File: config.mk
export PLATFORM = sky130hd
export DESIGN_NAME = ptp_rtc_adj_sched
export DESIGN_NICKNAME = d
export VERILOG_FILES = /design/src/rtl/ptp_rtc_adj_sched.sv
export SDC_FILE = /design/constraint.sdc
export NUM_CORES = 1
export LEC_CHECK = 0
export CAP_MARGIN = 0
export CELL_PAD_IN_SITES_DETAIL_PLACEMENT = 1
export CELL_PAD_IN_SITES_GLOBAL_PLACEMENT = 2
export CORE_ASPECT_RATIO = 0.6
export CORE_UTILIZATION = 25
export CTS_CLUSTER_SIZE = 20
export DETAILED_ROUTE_END_ITERATION = 16
export DONT_BUFFER_PORTS = 1
export GPL_TIMING_DRIVEN = 0
export MAX_ROUTING_LAYER = met4
export PLACE_DENSITY = 0.57
export SYNTH_ARGS = -nofsm -noshare
export SYNTH_HDL_FRONTEND = slang
export SYNTH_SLANG_ARGS = --single-unit
File: constraint.sdc
create_clock -name clk -period 16.1 [get_ports clk]
set_clock_uncertainty 0.05 [all_clocks]
set_input_delay 3.22 -clock clk [delete_from_list [all_inputs] [get_ports clk]]
set_output_delay 3.22 -clock clk [all_outputs]
set_load 0.05 [all_outputs]
File: src/rtl/ptp_rtc_adj_sched.sv
// Schedules SET / STEP / SLEW corrections from two requesters onto the RTC
// load and increment-trim inputs, one command at a time, round-robin arbitrated.
//
//   state | meaning
//   IDLE  | waiting for a request; grants round-robin
//   CALC  | evaluates latched command, computes load value or slew length
//   LOAD  | issues the one-cycle rtc_load pulse
//   SLEW  | trims rtc_inc by +/-1 ns per cycle until remaining hits zero
//   DONE  | pulses done/err for the granted port, clears busy
module ptp_rtc_adj_sched #(
    parameter int unsigned NOM_INC  = 8,
    parameter int unsigned LOAD_LAT = 2,
    parameter int unsigned NS_MAX   = 999999999
) (
    input  logic        clk,
    input  logic        reset,
    input  logic [79:0] rtc_time,
    output logic        rtc_load,
    output logic [79:0] rtc_load_val,
    output logic [7:0]  rtc_inc,
    input  logic [1:0]  req,
    input  logic [1:0]  cmd0,
    input  logic [1:0]  cmd1,
    input  logic [79:0] val0,
    input  logic [79:0] val1,
    output logic [1:0]  ack,
    output logic [1:0]  done,
    output logic        err,
    output logic        busy,
    input  logic        slew_abort
);

    localparam logic [2:0] ST_IDLE = 3'd0;
    localparam logic [2:0] ST_CALC = 3'd1;
    localparam logic [2:0] ST_LOAD = 3'd2;
    localparam logic [2:0] ST_SLEW = 3'd3;
    localparam logic [2:0] ST_DONE = 3'd4;

    localparam logic [1:0] CMD_SET  = 2'b00;
    localparam logic [1:0] CMD_STEP = 2'b01;
    localparam logic [1:0] CMD_SLEW = 2'b10;

    localparam logic signed [33:0] COMP       = 34'(LOAD_LAT * NOM_INC);
    localparam logic signed [33:0] NS_MAX_S   = 34'(NS_MAX);
    localparam logic signed [33:0] NS_PER_SEC = 34'(NS_MAX + 1);
    localparam logic [32:0]        OFF_LIMIT  = 33'(NS_MAX);

    localparam logic [7:0] INC_NOM  = 8'(NOM_INC);
    localparam logic [7:0] INC_FAST = 8'(NOM_INC + 1);
    localparam logic [7:0] INC_SLOW = 8'(NOM_INC - 1);

    logic [2:0]  state;
    logic        rr_last;
    logic        gnt_q;
    logic [1:0]  cmd_q;
    logic [79:0] val_q;
    logic [79:0] load_val;
    logic [31:0] remaining;
    logic        err_pend;

    logic               g_sel;
    logic [31:0]        off;
    logic signed [32:0] off_ext;
    logic [32:0]        off_abs;
    logic signed [33:0] ns_sum;
    logic signed [33:0] step_ns;
    logic [47:0]        step_sec;

    // On a tie the port that did not win last time is granted.
    always_comb begin
        g_sel = req[1];
        if (req == 2'b11) g_sel = ~rr_last;
    end

    assign off     = val_q[31:0];
    assign off_ext = {off[31], off};
    assign off_abs = off[31] ? 33'(-off_ext) : off_ext;

    // rtc_time is sampled in CALC; the RTC advances LOAD_LAT ticks before the load lands.
    assign ns_sum = $signed({2'b00, rtc_time[31:0]}) + $signed({{2{off[31]}}, off}) + COMP;

    always_comb begin
        step_ns  = ns_sum;
        step_sec = rtc_time[79:32];
        if (ns_sum > NS_MAX_S) begin
            step_ns  = ns_sum - NS_PER_SEC;
            step_sec = rtc_time[79:32] + 48'd1;
        end else if (ns_sum < 34'sd0) begin
            step_ns  = ns_sum + NS_PER_SEC;
            step_sec = rtc_time[79:32] - 48'd1;
        end
    end

    always_ff @(posedge clk or posedge reset) begin
        if (reset) begin
            state        <= ST_IDLE;
            rr_last      <= 1'b1;
            gnt_q        <= 1'b0;
            cmd_q        <= 2'b00;
            val_q        <= '0;
            load_val     <= '0;
            remaining    <= '0;
            err_pend     <= 1'b0;
            rtc_load     <= 1'b0;
            rtc_load_val <= '0;
            rtc_inc      <= INC_NOM;
            ack          <= 2'b00;
            done         <= 2'b00;
            err          <= 1'b0;
            busy         <= 1'b0;
        end else begin
            ack      <= 2'b00;
            done     <= 2'b00;
            rtc_load <= 1'b0;
            case (state)
                ST_IDLE: begin
                    if (|req) begin
                        gnt_q   <= g_sel;
                        rr_last <= g_sel;
                        ack     <= g_sel ? 2'b10 : 2'b01;
                        cmd_q   <= g_sel ? cmd1 : cmd0;
                        val_q   <= g_sel ? val1 : val0;
                        busy    <= 1'b1;
                        state   <= ST_CALC;
                    end
                end
                ST_CALC: begin
                    err_pend <= 1'b0;
                    case (cmd_q)
                        CMD_SET: begin
                            load_val <= val_q;
                            state    <= ST_LOAD;
                        end
                        CMD_STEP: begin
                            if (off_abs > OFF_LIMIT) begin
                                err_pend <= 1'b1;
                                state    <= ST_DONE;
                            end else begin
                                load_val <= {step_sec, step_ns[31:0]};
                                state    <= ST_LOAD;
                            end
                        end
                        CMD_SLEW: begin
                            if (off == 32'd0) begin
                                state <= ST_DONE;
                            end else begin
                                remaining <= off_abs[31:0];
                                rtc_inc   <= off[31] ? INC_SLOW : INC_FAST;
                                state     <= ST_SLEW;
                            end
                        end
                        default: begin
                            err_pend <= 1'b1;
                            state    <= ST_DONE;
                        end
                    endcase
                end
                ST_LOAD: begin
                    rtc_load     <= 1'b1;
                    rtc_load_val <= load_val;
                    state        <= ST_DONE;
                end
                ST_SLEW: begin
                    // Abort wins over a coincident natural finish.
                    if (slew_abort) begin
                        rtc_inc  <= INC_NOM;
                        err_pend <= 1'b1;
                        state    <= ST_DONE;
                    end else begin
                        remaining <= remaining - 32'd1;
                        if (remaining == 32'd1) begin
                            rtc_inc <= INC_NOM;
                            state   <= ST_DONE;
                        end
                    end
                end
                ST_DONE: begin
                    done  <= gnt_q ? 2'b10 : 2'b01;
                    err   <= err_pend;
                    busy  <= 1'b0;
                    state <= ST_IDLE;
                end
                default: state <= ST_IDLE;
            endcase
        end
    end

endmodule

==> results of run 1 <==
[worst max-delay path, cell delays in order]
cell	delay [ns]
ha_1	0.28
ha_1	0.40
a21oi_1	0.54
nand2_1	0.09
o21ai_0	0.86
a211oi_1	0.42
a21o_1	0.30
a211o_1	0.30
o211ai_1	0.58
nand2_1	0.72
nand2_1	0.24
clkbuf_1	0.72
a31oi_1	0.19
xor2_1	0.45
a31oi_1	0.14
[per-stage QoR]
| stage | cell area, µm² | setup slack [ns] |
|---|---|---|
| floorplan | 19600 | 4.83 |
| global placement | 20900 | 0.376 |
| detailed placement | 20900 | 6.72 |
| CTS | 22100 | 7.34 |
| global route | 22100 | 6.98 |
| finish | 22100 | 7.01 |
[power by group through the flow]
stage | registers (mW) | clock network (mW) | logic [mW]
floorplan | 1.64 | 0 | 2.21
global placement | 1.79 | 0 | 3.34
detailed placement | 1.80 | 0 | 3.37
CTS | 1.79 | 0.884 | 3.40
global route | 1.83 | 0.905 | 3.74
finish | 1.78 | 0.860 | 3.44
[synthesized netlist by cell type (all sizes together) (13+ instances only)]
cell	count
clkbuf	127
a221oi	15
mux2	83
xnor2	52
or3	30
nor4	24
and3	36
ha	71
nor2b	24
nand4	16
nand2b	19
a21o	15
o22ai	29
dfrtp	288
a22oi	91
nor3	63
mux2i	21
a211oi	14
o32ai	13
a21oi	125
nand2	234
buf	43
inv	54
nor2	169
a21boi	17
o211ai	14
o31ai	13
o21ai	216
a31oi	46
and2	17
nand3	66
or4	16
xor2	37
or2	21
[layout make-up]
cell class              count  area [µm²]  share of cell area
diodes                     11        27.5             0.00124
plain buffers             170         756              0.0341
clock buffers              44         971              0.0439
clock inverters            15         211             0.00955
inverters                  54         210             0.00950
multi-input cells        1760       11300               0.512
flip-flops and latches    290        7260               0.328
well taps                1040        1300              0.0588
repair buffers              2        55.1             0.00249
[metal layers]
metal  vias to the layer above  routed length (µm)  track usage  share of wire
met5                         -                   0            -              0
met4                         0                1530       0.0550          0.015
met3                        81                8430       0.0732          0.085
met2                       648               38300        0.321           0.39
met1                      9675               50800        0.381           0.51
li1                       8494                   -            -              -
[cells by family after synthesis]
group,count (synthesis),synth area share
and+or+nand+nor,771,0.192
AOI/OAI and AO/OA,720,0.242
DFF,290,0.371
buffers and inverters,224,0.0488
muxes,104,0.0586
xor gates and xnor gates,89,0.0399
adders and majority gates,72,0.0465
other,1,0.000192
[state kept, by name, indices dropped and copies added, names as in the netlist, 2 cells and up]
signal	cells
done	2
ack	2
state	3
remaining	32
val_q	80
rtc_inc	3
rtc_load_val	80
load_val	80
cmd_q	2
[worst paths after layout]
path,startpoint,endpoint,depth (start not counted)
worst max-delay path,rtc_time[6],load_val[77]$_DFFE_PP0P_,15
worst min-delay path,gnt_q$_DFFE_PP0P_,done[0]$_DFF_PP0_,1
worst max register to register,val_q[4]$_DFFE_PP0P_,load_val[77]$_DFFE_PP0P_,18
worst min register to register,gnt_q$_DFFE_PP0P_,done[0]$_DFF_PP0_,1
max in group asynchronous,reset,rtc_load_val[8]$_DFFE_PP0P_,3
min in group asynchronous,reset,remaining[25]$_DFFE_PP0P_,1
==> out/metrics.csv, run 1 <==
metric;value;unit
Final Cycle Share;0.565;
CTS tree;yes;
global-route wire length before repair;140;mm
Final Power;6.08;mW
Clock Path Buffers;3;
Sw Pwr;3.40;mW
fin cells;3386;
Core Box Area;0.0764;mm²
Synth area leaders;dfrtp_1, o21ai_0, mux2_2;
GR Util All Layers;0.253;
Peak VDD IR;0.000132;V
CTS hold repair buffers;0;
Gate power share;0.566;
Tightest Pin Transition;1.39;ns
Overflow after GRT;0;
core occupancy in the finished layout;0.290;
Final Setup Violations;0;
critical path data required time;16.50;ns
kind of critical path;input port to flop;
Die H;219;µm
worst endpoint data arrival time;9.49;ns
WL/cell;29.2;µm
Vias;18898;
top cell type's share of synthesized area;0.369;
Worst Hold Class;flop to flop;
post-CTS setup buffers;0;
GPL Wtd Cong;0.914;
FP Rows;78;
worst skew pair latency;0.58;ns
Int Pwr;2.69;mW
clock power share;0.141;
share of cells above drive strength 1;0.0938;
fmax;0.110;GHz
Syn. warnings;0;
# DRC;0;
cts repair resizes;0;
fillcell total;8902;
R2R Setup Slk;8.91;ns
Post-Syn Area;0.0195;mm²
Post-DP HPWL;77.2;mm
switching share of total power;0.558;
hold_ws;0.425;ns
DR iter-0 viols;1487;
crit path time final;9.09;ns
CP endpoint kind;flop;
clock slew at reported path FFs;0.06;ns
Area growth syn-to-layout;13.3;%
LEAKAGE;8.58;nW
Initial Utilization;0.256;
sequential share of power;0.293;
CP Launch Type;input port;
setup TNS;0;ns
Max Cap Viol;0;
largest net degree at the start of global routing;113;
fin nets;2634;
Slew HR;0.0764;
Clock H-tree levels;2;
port buffer count;0;
status;completed;
max-slew violation count;0;
CTS root buf;clkbuf_16;
final hold violation count;0;
largest fanout on the critical path;10;
gate count of the mapped netlist;2271;
Final ANT Viol Nets;0;
initial antenna violation count;17;
placed insts;3316;
Synth cell types;85;
Chip Width;363;µm
Via density;5.58;
Syn Area/Cell;8.61;µm²
RSZ-0062 raised after global routing;no;
Yosys top cell by area;dfrtp_1;
vias in the first global route;18813;
Synth Register Bits;290;
most frequent cells in the layout;dfrtp_1, nand2_1, o21ai_0;
clock sinks;290;
post-synthesis sequential area ratio;0.371;
# IOs;344;
WL final;99.0;mm
total CTS buffers;35;
die area;0.0793;mm²
top_reg_cell synth;dfrtp_1;
Synth async-reset ratio;1.00;
P per Cell Area;275;mW/mm²
drt pass-1 iters;5;
commonest non-fill, non-tap cell in the layout;dfrtp_1;
EDFF count, synth;0;
(Power assumes the default switching activity.)
==> run 2: changes to the inputs <==
Clock period 16.1 ns to 8.8 ns, I/O delays scaled along.
==> run 2 against run 1 <==
Sequential share of layout area is 0.24 points lower. Critical path depth is 2 higher. Setup slack worse by 5.8 ns. Power is 84% higher. First-iteration DRC count is 14% higher. Largest cell class unchanged. Largest power group unchanged.
==> out/metrics.csv, run 2 (same netlist as run 1, synthesis figures left out) <==
metric;value;unit
status;completed;
CP endpoint kind;flop;
FP Rows;78;
# DRC;0;
CP Launch Point;rtc_time[4];
Final Cycle Share;0.866;
final hold violation count;0;
Clock H-tree levels;2;
Area growth syn-to-layout;14.1;%
critical path data required time;9.24;ns
Worst Setup EP;load_val[20]$_DFFE_PP0P_;
Top Registers;load_val x80, rtc_load_val x80, val_q x80;
initial antenna violation count;12;
DP Area;0.0210;mm²
WL/cell;29.1;µm
commonest non-fill, non-tap cell in the layout;dfrtp_1;
DR iter-0 viols;1695;
Overflow after GRT;0;
drt pass-1 iters;5;
global-route wire length before repair;139;mm
Chip Width;363;µm
CTS root buf;clkbuf_16;
Die H;219;µm
placed insts;3322;
Worst Hold Class;flop to flop;
R2R Setup Slk;1.54;ns
share of cells above drive strength 1;0.0981;
Initial Utilization;0.256;
fin cells;3391;
Final ANT Viol Nets;0;
GPL Wtd Cong;0.906;
most frequent cells in the layout;dfrtp_1, nand2_1, o21ai_0;
post-CTS setup buffers;0;
Clock Path Buffers;3;
Slew HR;0.0944;
Max Cap Viol;0;
post-route cell area;0.0223;mm²
Worst Reg-to-Reg Cells;18;
Final Setup Violations;0;
Via density;5.57;
worst endpoint data arrival time;8.06;ns
Worst R2R End;load_val[20]$_DFFE_PP0P_;
fmax;0.131;GHz
port buffer count;0;
CP Launch Type;input port;
Vias;18877;
# IOs;344;
fin nets;2640;
largest net degree at the start of global routing;42;
clock sinks;290;
LEAKAGE;8.67;nW
CTS hold repair buffers;0;
total CTS buffers;35;
Peak VDD IR;0.000237;V
largest fanout on the critical path;10;
die area;0.0793;mm²
CTS tree;yes;
max-slew violation count;0;
r2r startpoint;val_q[4]$_DFFE_PP0P_;
setup TNS;0;ns
GR Util All Layers;0.252;
worst skew pair latency;0.57;ns
WL final;98.8;mm
fillcell total;8977;
Post-DP HPWL;78.1;mm
P per Cell Area;502;mW/mm²
cts repair resizes;0;
clock slew at reported path FFs;0.06;ns
vias in the first global route;18812;
RSZ-0062 raised after global routing;no;
Core Box Area;0.0764;mm²
kind of critical path;input port to flop;
crit path time final;7.62;ns
Tightest Pin Transition;1.36;ns
run 2: where the power goes:
group	switching (mW)	leakage, nW	internal (mW)
Sequential	1.29	3.45	1.97
Combinational	4.25	4.60	2.04
Clock	0.669	0.619	0.973
Total	6.21	8.67	4.99
run 2: critical path, cell delays in order:
cell,delay (ns)
inv_1,0.06
ha_1,0.28
inv_1,0.04
ha_1,0.35
a21o_1,0.20
a21oi_1,0.43
a21oi_1,0.27
nor3_1,0.68
nor4bb_1,0.23
o21a_1,0.24
o211ai_1,0.98
nand2_1,0.70
nand2_1,0.24
buf_2,0.40
mux2i_1,0.15
o31ai_1,0.71
mux2_2,0.29
run 2: worst min-delay path by stage:
| stage | startpoint | endpoint | cells after the start |
|---|---|---|---|
| 2_1_floorplan | gnt_q$_DFFE_PP0P_ | done[0]$_DFF_PP0_ | 1 |
| 3_3_place_gp | gnt_q$_DFFE_PP0P_ | done[0]$_DFF_PP0_ | 1 |
| 3_5_place_dp | gnt_q$_DFFE_PP0P_ | done[0]$_DFF_PP0_ | 1 |
| 4_1_cts | gnt_q$_DFFE_PP0P_ | done[0]$_DFF_PP0_ | 1 |
| 5_1_grt | gnt_q$_DFFE_PP0P_ | done[0]$_DFF_PP0_ | 1 |
| 6_report | gnt_q$_DFFE_PP0P_ | done[0]$_DFF_PP0_ | 1 |
run 2: layer usage:
metal	up-vias	track usage	routed length, µm
met1	9662	0.381	51000
met3	78	0.0691	7750
met2	630	0.327	38700
met5	-	-	0
li1	8507	-	-
met4	0	0.0425	1310
run 2: final cells by class:
type,count,area [µm²],share of cell area
tap,1040,1300,0.0584
timing repair buffer,8,160,0.00718
clock inverter,19,274,0.0123
inverter,54,206,0.00926
buffer,170,756,0.0339
antenna,6,15.0,0.000673
multi-input combinational,1760,11300,0.509
clock buffer,44,981,0.0440
sequential,290,7260,0.326
run 2: stage by stage:
stage / utilization / setup WS [ns] / total power [mW] / hold slack, ns
after floorplan: - / 3.02 / 7.03 / 0.367
after global placement: 0.273 / 0.876 / 9.38 / 0.394
after detailed placement: 0.275 / 0.831 / 9.48 / 0.416
after CTS: 0.292 / 1.44 / 11.2 / 0.424
after global routing: 0.292 / 0.982 / 11.9 / 0.430
final: 0.292 / 1.18 / 11.2 / 0.419
